### src/rtl/uart_rx_pkg.sv
// uart_rx_pkg
// Shared definitions for the UART receive bit-timing slice:
//   state_t        - bit-timer FSM states (IDLE, RUN, DONE)
//   MIN_PRESCALE   - smallest legal oversampling ratio
//   *_W_DEF        - default counter widths used by the timer and sampler
package uart_rx_pkg;

  localparam int unsigned PRESCALE_W_DEF = 6;
  localparam int unsigned BIT_CNT_W_DEF  = 4;
  localparam int unsigned MIN_PRESCALE   = 4;

  typedef enum logic [1:0] {
    IDLE = 2'd0,
    RUN  = 2'd1,
    DONE = 2'd2
  } state_t;

endpackage

### src/rtl/uart_rx_bit_sampler.sv
// uart_rx_bit_sampler
// Mid-bit sampler for the UART receive bit timer.
// Build option: UART_RX_MAJORITY_SAMPLE_EN selects 3-point majority voting
// (samples at mid-1, mid, mid+1) instead of a single sample at mid.
// Ports:
//   clk, rst          - clock, asynchronous active-high reset
//   i_sample_en       - timer is counting a bit and not aborting this cycle
//   i_edge_count      - edge index within the current bit
//   i_prescale        - oversampling ratio (mid = prescale >> 1)
//   i_rx              - synchronised serial line
//   o_sampled_bit     - registered sampled value of the bit
//   o_sampled_valid   - 1-cycle pulse when o_sampled_bit was updated
module uart_rx_bit_sampler
  import uart_rx_pkg::*;
#(
  parameter int unsigned PRESCALE_W = PRESCALE_W_DEF
) (
  input  logic                  clk,
  input  logic                  rst,
  input  logic                  i_sample_en,
  input  logic [PRESCALE_W-1:0] i_edge_count,
  input  logic [PRESCALE_W-1:0] i_prescale,
  input  logic                  i_rx,
  output logic                  o_sampled_bit,
  output logic                  o_sampled_valid
);

  logic [PRESCALE_W-1:0] w_mid;
  logic                  r_bit;
  logic                  r_valid;

  assign w_mid = i_prescale >> 1;

`ifdef UART_RX_MAJORITY_SAMPLE_EN
  logic [1:0] r_shift;
  logic       w_hit_lo;
  logic       w_hit_mid;
  logic       w_hit_hi;
  logic       w_vote;

  assign w_hit_lo  = i_sample_en && (i_edge_count == (w_mid - PRESCALE_W'(1)));
  assign w_hit_mid = i_sample_en && (i_edge_count == w_mid);
  assign w_hit_hi  = i_sample_en && (i_edge_count == (w_mid + PRESCALE_W'(1)));

  // The third sample is voted directly from the line, so the result is
  // ready at the mid+1 edge without a further shift stage.
  assign w_vote = (r_shift[1] & r_shift[0]) | (r_shift[1] & i_rx) | (r_shift[0] & i_rx);

  always_ff @(posedge clk or posedge rst) begin
    if (rst) begin
      r_shift <= '0;
      r_bit   <= 1'b0;
      r_valid <= 1'b0;
    end else begin
      r_valid <= w_hit_hi;
      if (w_hit_lo || w_hit_mid) begin
        r_shift <= {r_shift[0], i_rx};
      end
      if (w_hit_hi) begin
        r_bit <= w_vote;
      end
    end
  end
`else
  logic w_hit_mid;

  assign w_hit_mid = i_sample_en && (i_edge_count == w_mid);

  always_ff @(posedge clk or posedge rst) begin
    if (rst) begin
      r_bit   <= 1'b0;
      r_valid <= 1'b0;
    end else begin
      r_valid <= w_hit_mid;
      if (w_hit_mid) begin
        r_bit <= i_rx;
      end
    end
  end
`endif

  assign o_sampled_bit   = r_bit;
  assign o_sampled_valid = r_valid;

endmodule

### src/rtl/uart_rx_bit_timer.sv
// uart_rx_bit_timer
// Bit-timing engine for the UART receiver: counts oversampling edges per bit
// and bits per frame, samples the line mid-bit and flags bit/frame/abort events.
// Build option: UART_RX_MAJORITY_SAMPLE_EN enables 3-point majority sampling
// (see uart_rx_bit_sampler); bit and frame timing is the same in both builds.
// Ports:
//   clk, rst            - clock, asynchronous active-high reset
//   prescale            - oversampling ratio, legal 4..2^PRESCALE_W-1
//   enable              - level; start/continue bit timing
//   disable_bit_count   - synchronous abort
//   frame_bits          - bits per frame, legal 1..2^BIT_CNT_W-1
//   rx_in               - synchronised serial line
//   edge_count          - edge index within the current bit
//   bit_count           - bit index within the frame
//   sampled_bit         - registered sampled bit value
//   sampled_valid       - 1-cycle pulse, sampled_bit updated
//   bit_done            - pulse on the last edge of each bit
//   frame_done          - pulse on the last edge of the last bit
//   aborted             - pulse the cycle after a running frame is cancelled
//   cfg_err             - combinational, prescale < 4 or frame_bits == 0
module uart_rx_bit_timer
  import uart_rx_pkg::*;
#(
  parameter int unsigned PRESCALE_W = PRESCALE_W_DEF,
  parameter int unsigned BIT_CNT_W  = BIT_CNT_W_DEF
) (
  input  logic                  clk,
  input  logic                  rst,
  input  logic [PRESCALE_W-1:0] prescale,
  input  logic                  enable,
  input  logic                  disable_bit_count,
  input  logic [BIT_CNT_W-1:0]  frame_bits,
  input  logic                  rx_in,
  output logic [PRESCALE_W-1:0] edge_count,
  output logic [BIT_CNT_W-1:0]  bit_count,
  output logic                  sampled_bit,
  output logic                  sampled_valid,
  output logic                  bit_done,
  output logic                  frame_done,
  output logic                  aborted,
  output logic                  cfg_err
);

  state_t                r_state;
  state_t                w_state_nxt;
  logic [PRESCALE_W-1:0] r_prescale;
  logic [PRESCALE_W-1:0] r_edge;
  logic [PRESCALE_W-1:0] w_edge_nxt;
  logic [BIT_CNT_W-1:0]  r_bit;
  logic [BIT_CNT_W-1:0]  w_bit_nxt;
  logic                  r_aborted;
  logic                  w_abort;
  logic                  w_last_edge;
  logic                  w_last_bit;
  logic                  w_bit_done;
  logic                  w_frame_done;
  logic                  w_sample_en;

  assign cfg_err = (prescale < PRESCALE_W'(MIN_PRESCALE)) || (frame_bits == '0);

  assign w_last_edge = (r_edge == (r_prescale - PRESCALE_W'(1)));
  // >= keeps bit_count below frame_bits even if frame_bits shrinks mid-frame
  assign w_last_bit  = (frame_bits == '0) || (r_bit >= (frame_bits - BIT_CNT_W'(1)));

  always_comb begin
    w_state_nxt  = r_state;
    w_edge_nxt   = '0;
    w_bit_nxt    = '0;
    w_abort      = 1'b0;
    w_bit_done   = 1'b0;
    w_frame_done = 1'b0;
    w_sample_en  = 1'b0;
    case (r_state)
      IDLE: begin
        if (enable && !cfg_err && !disable_bit_count) begin
          w_state_nxt = RUN;
        end
      end
      RUN: begin
        // A prescale change shows up as a mismatch against last cycle's value,
        // which also covers prescale dropping into the illegal range.
        w_abort = !enable || disable_bit_count || (prescale != r_prescale);
        if (w_abort) begin
          w_state_nxt = IDLE;
        end else begin
          w_sample_en = 1'b1;
          if (w_last_edge) begin
            w_bit_done = 1'b1;
            if (w_last_bit) begin
              w_frame_done = 1'b1;
              w_state_nxt  = DONE;
            end else begin
              w_bit_nxt = r_bit + BIT_CNT_W'(1);
            end
          end else begin
            w_edge_nxt = r_edge + PRESCALE_W'(1);
            w_bit_nxt  = r_bit;
          end
        end
      end
      DONE: begin
        w_state_nxt = IDLE;
      end
      default: begin
        w_state_nxt = IDLE;
      end
    endcase
  end

  always_ff @(posedge clk or posedge rst) begin
    if (rst) begin
      r_state    <= IDLE;
      r_prescale <= '0;
      r_edge     <= '0;
      r_bit      <= '0;
      r_aborted  <= 1'b0;
    end else begin
      r_state    <= w_state_nxt;
      r_prescale <= prescale;
      r_edge     <= w_edge_nxt;
      r_bit      <= w_bit_nxt;
      r_aborted  <= w_abort;
    end
  end

  uart_rx_bit_sampler #(
    .PRESCALE_W (PRESCALE_W)
  ) u_sampler (
    .clk             (clk),
    .rst             (rst),
    .i_sample_en     (w_sample_en),
    .i_edge_count    (r_edge),
    .i_prescale      (prescale),
    .i_rx            (rx_in),
    .o_sampled_bit   (sampled_bit),
    .o_sampled_valid (sampled_valid)
  );

  assign edge_count = r_edge;
  assign bit_count  = r_bit;
  assign bit_done   = w_bit_done;
  assign frame_done = w_frame_done;
  assign aborted    = r_aborted;

endmodule

### config.mk
export PLATFORM = sky130hd
export DESIGN_NAME = uart_rx_bit_timer
export DESIGN_NICKNAME = d
export VERILOG_FILES = /design/src/rtl/uart_rx_pkg.sv /design/src/rtl/uart_rx_bit_sampler.sv /design/src/rtl/uart_rx_bit_timer.sv
export SDC_FILE = /design/constraint.sdc
export NUM_CORES = 1
export LEC_CHECK = 0
export CORE_AREA = 3 3 60 62
export CTS_CLUSTER_SIZE = 10
export DETAILED_ROUTE_END_ITERATION = 8
export DIE_AREA = 0 0 63 65
export GPL_ROUTABILITY_DRIVEN = 0
export PLACE_DENSITY = 0.82
export SLEW_MARGIN = 0
export SYNTH_ARGS = -nofsm -noshare
export SYNTH_HDL_FRONTEND = slang
export SYNTH_SLANG_ARGS = --single-unit
### constraint.sdc
create_clock -name clk -period 1.88 [get_ports clk]
set_input_delay 0.188 -clock clk [delete_from_list [all_inputs] [get_ports clk]]
set_output_delay 0.188 -clock clk [all_outputs]
set_load 0.005 [all_outputs]
After elaboration in Yosys (flattened, before gate mapping)

Cells that the tools add are included.

Flip-flop bits (word level): 21
Output and inout bits: 16
Bits of input ports: 15

Reduce and logical (&&, ||, !) cells: 13
Eq/ne operators: 7
Magnitude comparators: 2
$add $sub $neg: 4
Mux-type cells: 22

Operator list:

| operator                                                   | number |
|---|---|
| 2-to-1 mux 6 bit                                           | 3 |
| 2-to-1 mux 4 bit                                           | 4 |
| 2-to-1 mux 1 bit                                           | 10 |
| 2-to-1 mux 2 bit                                           | 4 |
| adder 6 x 1 -> 6 bit, second input constant                | 1 |
| equality test 6 x 5 -> 1 bit                               | 1 |
| equality test 6 bit                                        | 1 |
| less-than comparator 6 x 3 -> 1 bit, second input constant | 1 |
| != test 3 bit, second input constant                       | 2 |
| != test 6 bit                                              | 1 |
| subtractor 6 x 1 -> 6 bit, second input constant           | 1 |
| adder 4 x 1 -> 4 bit, second input constant                | 1 |
| greater-or-equal comparator 4 bit                          | 1 |
| zero test 4 bit                                            | 1 |
| logical OR 1 bit                                           | 4 |
| case mux 2 bit (2 select lines)                            | 1 |
| subtractor 4 x 1 -> 4 bit, second input constant           | 1 |
| logical AND 1 bit                                          | 3 |
| zero test 1 bit                                            | 3 |
| AND reduction 3 bit                                        | 1 |
| equality test 2 x 1 -> 1 bit, second input constant        | 1 |
| zero test 2 bit                                            | 1 |
| != test 2 bit, second input constant                       | 1 |

Depth between registers and ports, before layout

Depth after elaboration: 7
Depth in mapped cells: 8
Gate-level depth less buffers: 8

By module

A second synthesis with hierarchy kept.

Cells, all modules: 135
Area total of the unflattened synthesis: 1317.5 µm²

Modules (own cells, without submodules):

| module              | times used | sequential area each (µm²) | area each (µm²) | cells each |
|---|---|---|---|---|
| uart_rx_bit_timer   | 1          | 475.5                      | 1167.4          | 120 |
| uart_rx_bit_sampler | 1          | 50.0                       | 150.1           | 15 |

Least setup slack after synthesis

No wires, ideal clock.

Path type: register -> register
From: reg r_prescale[0]
To: reg r_edge[1] (netlist: edge_count[1])
Stages on the path, launching flop included: 8
Buffers on the path: 0
Library setup time: 0.080 ns
Required time: 1.800 ns
Setup slack: 0.050 ns
Data arrival time: 1.749 ns
Cells stage by stage: dfrtp_1 inv_1 ha_1 and2_4 a211o_1 a32oi_4 nor2_2 nor3b_2

Cells in the longest elaborated chain, start to end: 5
Elaborated cells between the ends (all ways): 7
Those cells by class: add/sub (1); eq/ne (2); mux (3); reduce/logical (1)

Ends and longest elaborated chain:

| element                   | line                     | text |
|---|---|---|
| start, declared           | uart_rx_bit_timer.sv:46  | `logic [PRESCALE_W-1:0] r_prescale;` |
| start signal, assigned    | uart_rx_bit_timer.sv:119 | `r_prescale <= prescale;` |
| subtractor 6 x 1 -> 6 bit | uart_rx_bit_timer.sv:61  | `assign w_last_edge = (r_edge == (r_prescale - PRESCALE_W'(1)));` |
| equality test 6 bit       | uart_rx_bit_timer.sv:61  |  |
| 2-to-1 mux 6 bit          | uart_rx_bit_timer.sv:87  | `if (w_last_edge) begin` |
| 2-to-1 mux 6 bit (*)      | uart_rx_bit_timer.sv:83  | `if (w_abort) begin` |
| 2-to-1 mux 6 bit (*)      | uart_rx_bit_timer.sv:73  | `case (r_state)` |
| via w_edge_nxt[1]         | uart_rx_bit_timer.sv:48  | `logic [PRESCALE_W-1:0] w_edge_nxt;` |
| end signal, assigned      | uart_rx_bit_timer.sv:120 | `r_edge <= w_edge_nxt;` |
| end, declared             | uart_rx_bit_timer.sv:47  | `logic [PRESCALE_W-1:0] r_edge;` |

Mark *: on every way through the listed nets, which the timed path passes. The rest lies on a longest branch.
A chain may end at the register's enable or synchronous reset.

Worst setup path in the final report

From: reg r_prescale[3]
To: out frame_done

Cells in the longest elaborated chain, start to end: 5
Elaborated cells between the ends (all ways): 7
Those cells by class: add/sub (1); eq/ne (2); mux (3); reduce/logical (1)

Ends and longest elaborated chain:

| element                   | line                    | text |
|---|---|---|
| subtractor 6 x 1 -> 6 bit | uart_rx_bit_timer.sv:61 |  |
| equality test 6 bit       | uart_rx_bit_timer.sv:61 |  |
| 2-to-1 mux 1 bit          | uart_rx_bit_timer.sv:87 |  |
| 2-to-1 mux 1 bit (*)      | uart_rx_bit_timer.sv:83 |  |
| 2-to-1 mux 1 bit (*)      | uart_rx_bit_timer.sv:73 |  |
| end, declared             | uart_rx_bit_timer.sv:39 | `output logic frame_done,` |

Mark *: on every way between the ends. The rest lies on a longest branch, timed or not.

==> summary.md <==
| Metric | Value |
|---|---|
| Largest stage delay, worst path | 440 ps |
| GR Layer Usage met1 | 27.1% |
| CP bufs+invs | 3 |
| Clock Skews | 5.95 ps |
| Leakage | 1.01 nW |
| Sequential element share of the synthesized area | 39.3% |
| Share of layout cells above drive strength 1 | 45.6% |
| Ant. Diodes | 0 |
| GRT Overall Usage | 24.6% |
| Area growth syn-to-layout | 70.5% |
| Largest delay share family, worst path | buffers and inverters |
| CTS tree | built |
| YS warnings | 0 |
| Nets | 230 |
| I/O Buffers | 30 |
| CTS H-tree lvls | 1 |
| Vias in the first global route | 1,560 |
| Reg-to-reg startpoint | r_prescale[3] |
| Vias after detailed routing | 1,446 |
| Minimum hold slack | 179 ps |
| Fin. max-slew vios | 0 |
| Drt first-iter violations | 58 |
| Slowest cell on crit path | dfrtp_1 |
| Synth area leaders | dfrtp_1 (39%), xnor2_1 (7.9%), xor2_1 (7.9%), ha_1 (7.5%), nor3_1 (4.1%) |
| Highest Clock Rate | 0.462 GHz |
| Max rail drop VDD | 0.209 mV |
| Met2 Track Usage GR | 44.0% |
| Status | finished with violations |
| Startpoint Class | flip-flop |
| Reg2reg path depth | 6 |
| Mapped Nets | 151 |
| Crit path time final | 2170 ps |
| Largest net degree at the start of global routing | 22 |
| PwrDens | 429 nW/um^2 |
| Share of synthesized flip-flops with an asynchronous set or reset | 100% |
| Cells after DPL | 235 |
| Tot Pwr | 0.000978 W |
| RSZ-0062 raised after global routing | true |
| Num ports | 31 |
| Most frequent cells in the layout | buf_4 (39), clkdlybuf4s50_1 (24), dfrtp_1 (20), xor2_1 (11), xnor2_1 (10) |
| Setup crit end kind | primary output |
| Clock latency at the later pin of the worst-skew pair | 320 ps |
| Clock transition at the registers of the reported paths | 130 ps |
| Num rows | 20 |
| Kind of critical path | reg -> out |
| ANT nets after route | 0 |
| Mapped Area | 1340 um^2 |
| Deepest clock path buffer count | 2 |
| First-pass GRT wire length | 7650 um |
| Die Ht | 65 um |
| Die Wd | 63 um |
| Max Cap Viol | 0 |
| Met3 usage | 3.99% |
| Failing checks | negative setup slack |
| Worst r2r dst | u_sampler.o_sampled_bit |
| Hold Path Class | in -> async |
| Period utilization | 115% |
| Clock sinks | 21 |
| Starting Density | 43.4% |
| Fin cells | 250 |
| Cell taking the most area after synthesis | dfrtp_1 |
| Distinct cells, synth | 35 |
| Worst-margin pin slew | 426 ps |
| Hpwl dp | 3040 um |
| # setup viols final | 15 |
| R2r setup slk | -230 ps |
| Final Hold Viols | 0 |
| Slew headroom | 71.5% |
| Post-synthesis instance total | 128 |
| Critical Path RT | 1690 ps |
| CP Cell Sequence | buf_4, xor2_1, xnor2_2, o211ai_2, buf_6, nor4_2, buf_2 |
| Detailed Route WL | 5160 um |
| Detailed-route vias per instance | 5.78 |
| Most Crowded Layer GR | met2 |
| CP Max Fanout | 3 |
| Most common cell after layout, fill and taps aside | buf_4 |
| Post-synth top flop | dfrtp_1 |
| Total CTS buffers | 3 |
| Post-synth EDFFs | 0 |
| Clk Tree Root Cell | clkbuf_4 |
| Average size of a mapped cell | 10.4 um^2 |
| DRC viols | 0 |
| Total die area | 4100 um^2 |
| Share of the synthesized area in the top cell type | 39.3% |
| DRT Pass-1 Iters | 4 |
| Initial antenna violation count | 0 |
| Total gr overflow | 0 |
| Core box area | 3080 um^2 |
| Seq cells post-synth | 21 |
| Routed length per instance | 20.6 um |
| Setup WS post-layout | -285 ps |
| Worst endpoint data arrival time | 1980 ps |
## state kept, by name, summed over array words and instances (netlist names)
register and count:
aborted 1, bit_count 4, edge_count 6, r_prescale 6, r_state 2, u_sampler.o_sampled_bit 1
u_sampler.o_sampled_valid 1
## tightest hold or removal path, stage by stage
cell and delay [ps]:
clkdlybuf4s50_1 390, inv_1 50, buf_4 280
## synthesized netlist by cell type (2+ instances only)
cell type,instances
dfrtp_1,21
xnor2_1,12
xor2_1,12
nor3_1,11
a21oi_1,8
ha_1,8
inv_1,6
nand4_1,5
nor2_1,5
nand2b_1,3
o21ai_1,3
a211o_1,2
a211oi_1,2
and3_1,2
clkbuf_1,2
nand2_1,2
nand3_1,2
nor2b_1,2
nor4_1,2
nor4_4,2
o31ai_1,2
## how the worst max path moves through the flow
| stage | startpoint | end | slack (ps) | cells after the start |
|---|---|---|---|---|
| finish | r_prescale[3] | frame_done | -290 | 7 |
| global route | r_prescale[3] | bit_done | -330 | 7 |
| CTS | r_prescale[1] | bit_done | -210 | 6 |
| detailed placement | frame_bits[0] | frame_done | -650 | 9 |
| global placement | frame_bits[0] | frame_done | -610 | 9 |
| floorplan | r_prescale[0] | edge_count[1] | 50 | 7 |
## where the power goes
| group | internal (W) | switching, W |
|---|---|---|
| combinational | 0.000139 | 0.000138 |
| clock | 0.0000797 | 0.000150 |
| sequential | 0.000461 | 0.0000112 |
## cells by family (layout without fill, tap and decap cells)
| group | count (synthesis) | count (layout) | synth area share (%) |
|---|---|---|---|
| AND/OR/NAND/NOR | 41 | 41 | 20.0 |
| buffers and inverters | 9 | 87 | 2.62 |
| XOR/XNOR | 24 | 24 | 15.7 |
| multiplexers | 1 | 1 | 0.843 |
| adder cells (fa/ha/maj) | 8 | 8 | 7.49 |
| flip-flops | 21 | 21 | 39.3 |
| AO/OA/AOI/OAI | 24 | 24 | 14.0 |
## metal layers
| layer | vias to the layer above | part of all wire, % |
|---|---|---|
| met4 | 0 | 5.7 |
| met1 | 713 | 38 |
| met5 | - | 0 |
| met2 | 75 | 52 |
| li1 | 626 | - |
| met3 | 32 | 4.9 |
## timing repair
item	4_1_cts	5_1_grt
endpoints found under the setup margin	16	16
setup buffers	6	5
pin swaps	12	4
hold buffers	0	0
gates resized for setup	44	15
## through the flow
stage / util [%] / cell area (um^2) / setup WS (ps) / TNS, ps
floorplan: - / 1340 / 50.1 / 0
global placement: 63.3 / 1950 / -607 / -3590
detailed placement: 63.3 / 1950 / -652 / -4330
CTS: 70.4 / 2170 / -209 / -694
global route: 74.0 / 2280 / -334 / -2980
finish: 74.0 / 2280 / -285 / -2070
## cell type report
class                           count  area [um^2]
Sequential cell                    21          527
Clock inverter                      1         5.00
Timing Repair Buffer               77          668
Inverter                            6         22.5
Tap cell                           44         55.1
Multi-Input combinational cell     98          978
Clock buffer                        3         22.5
Fill cell                         200          800
Power figures use the tool's default switching activity.
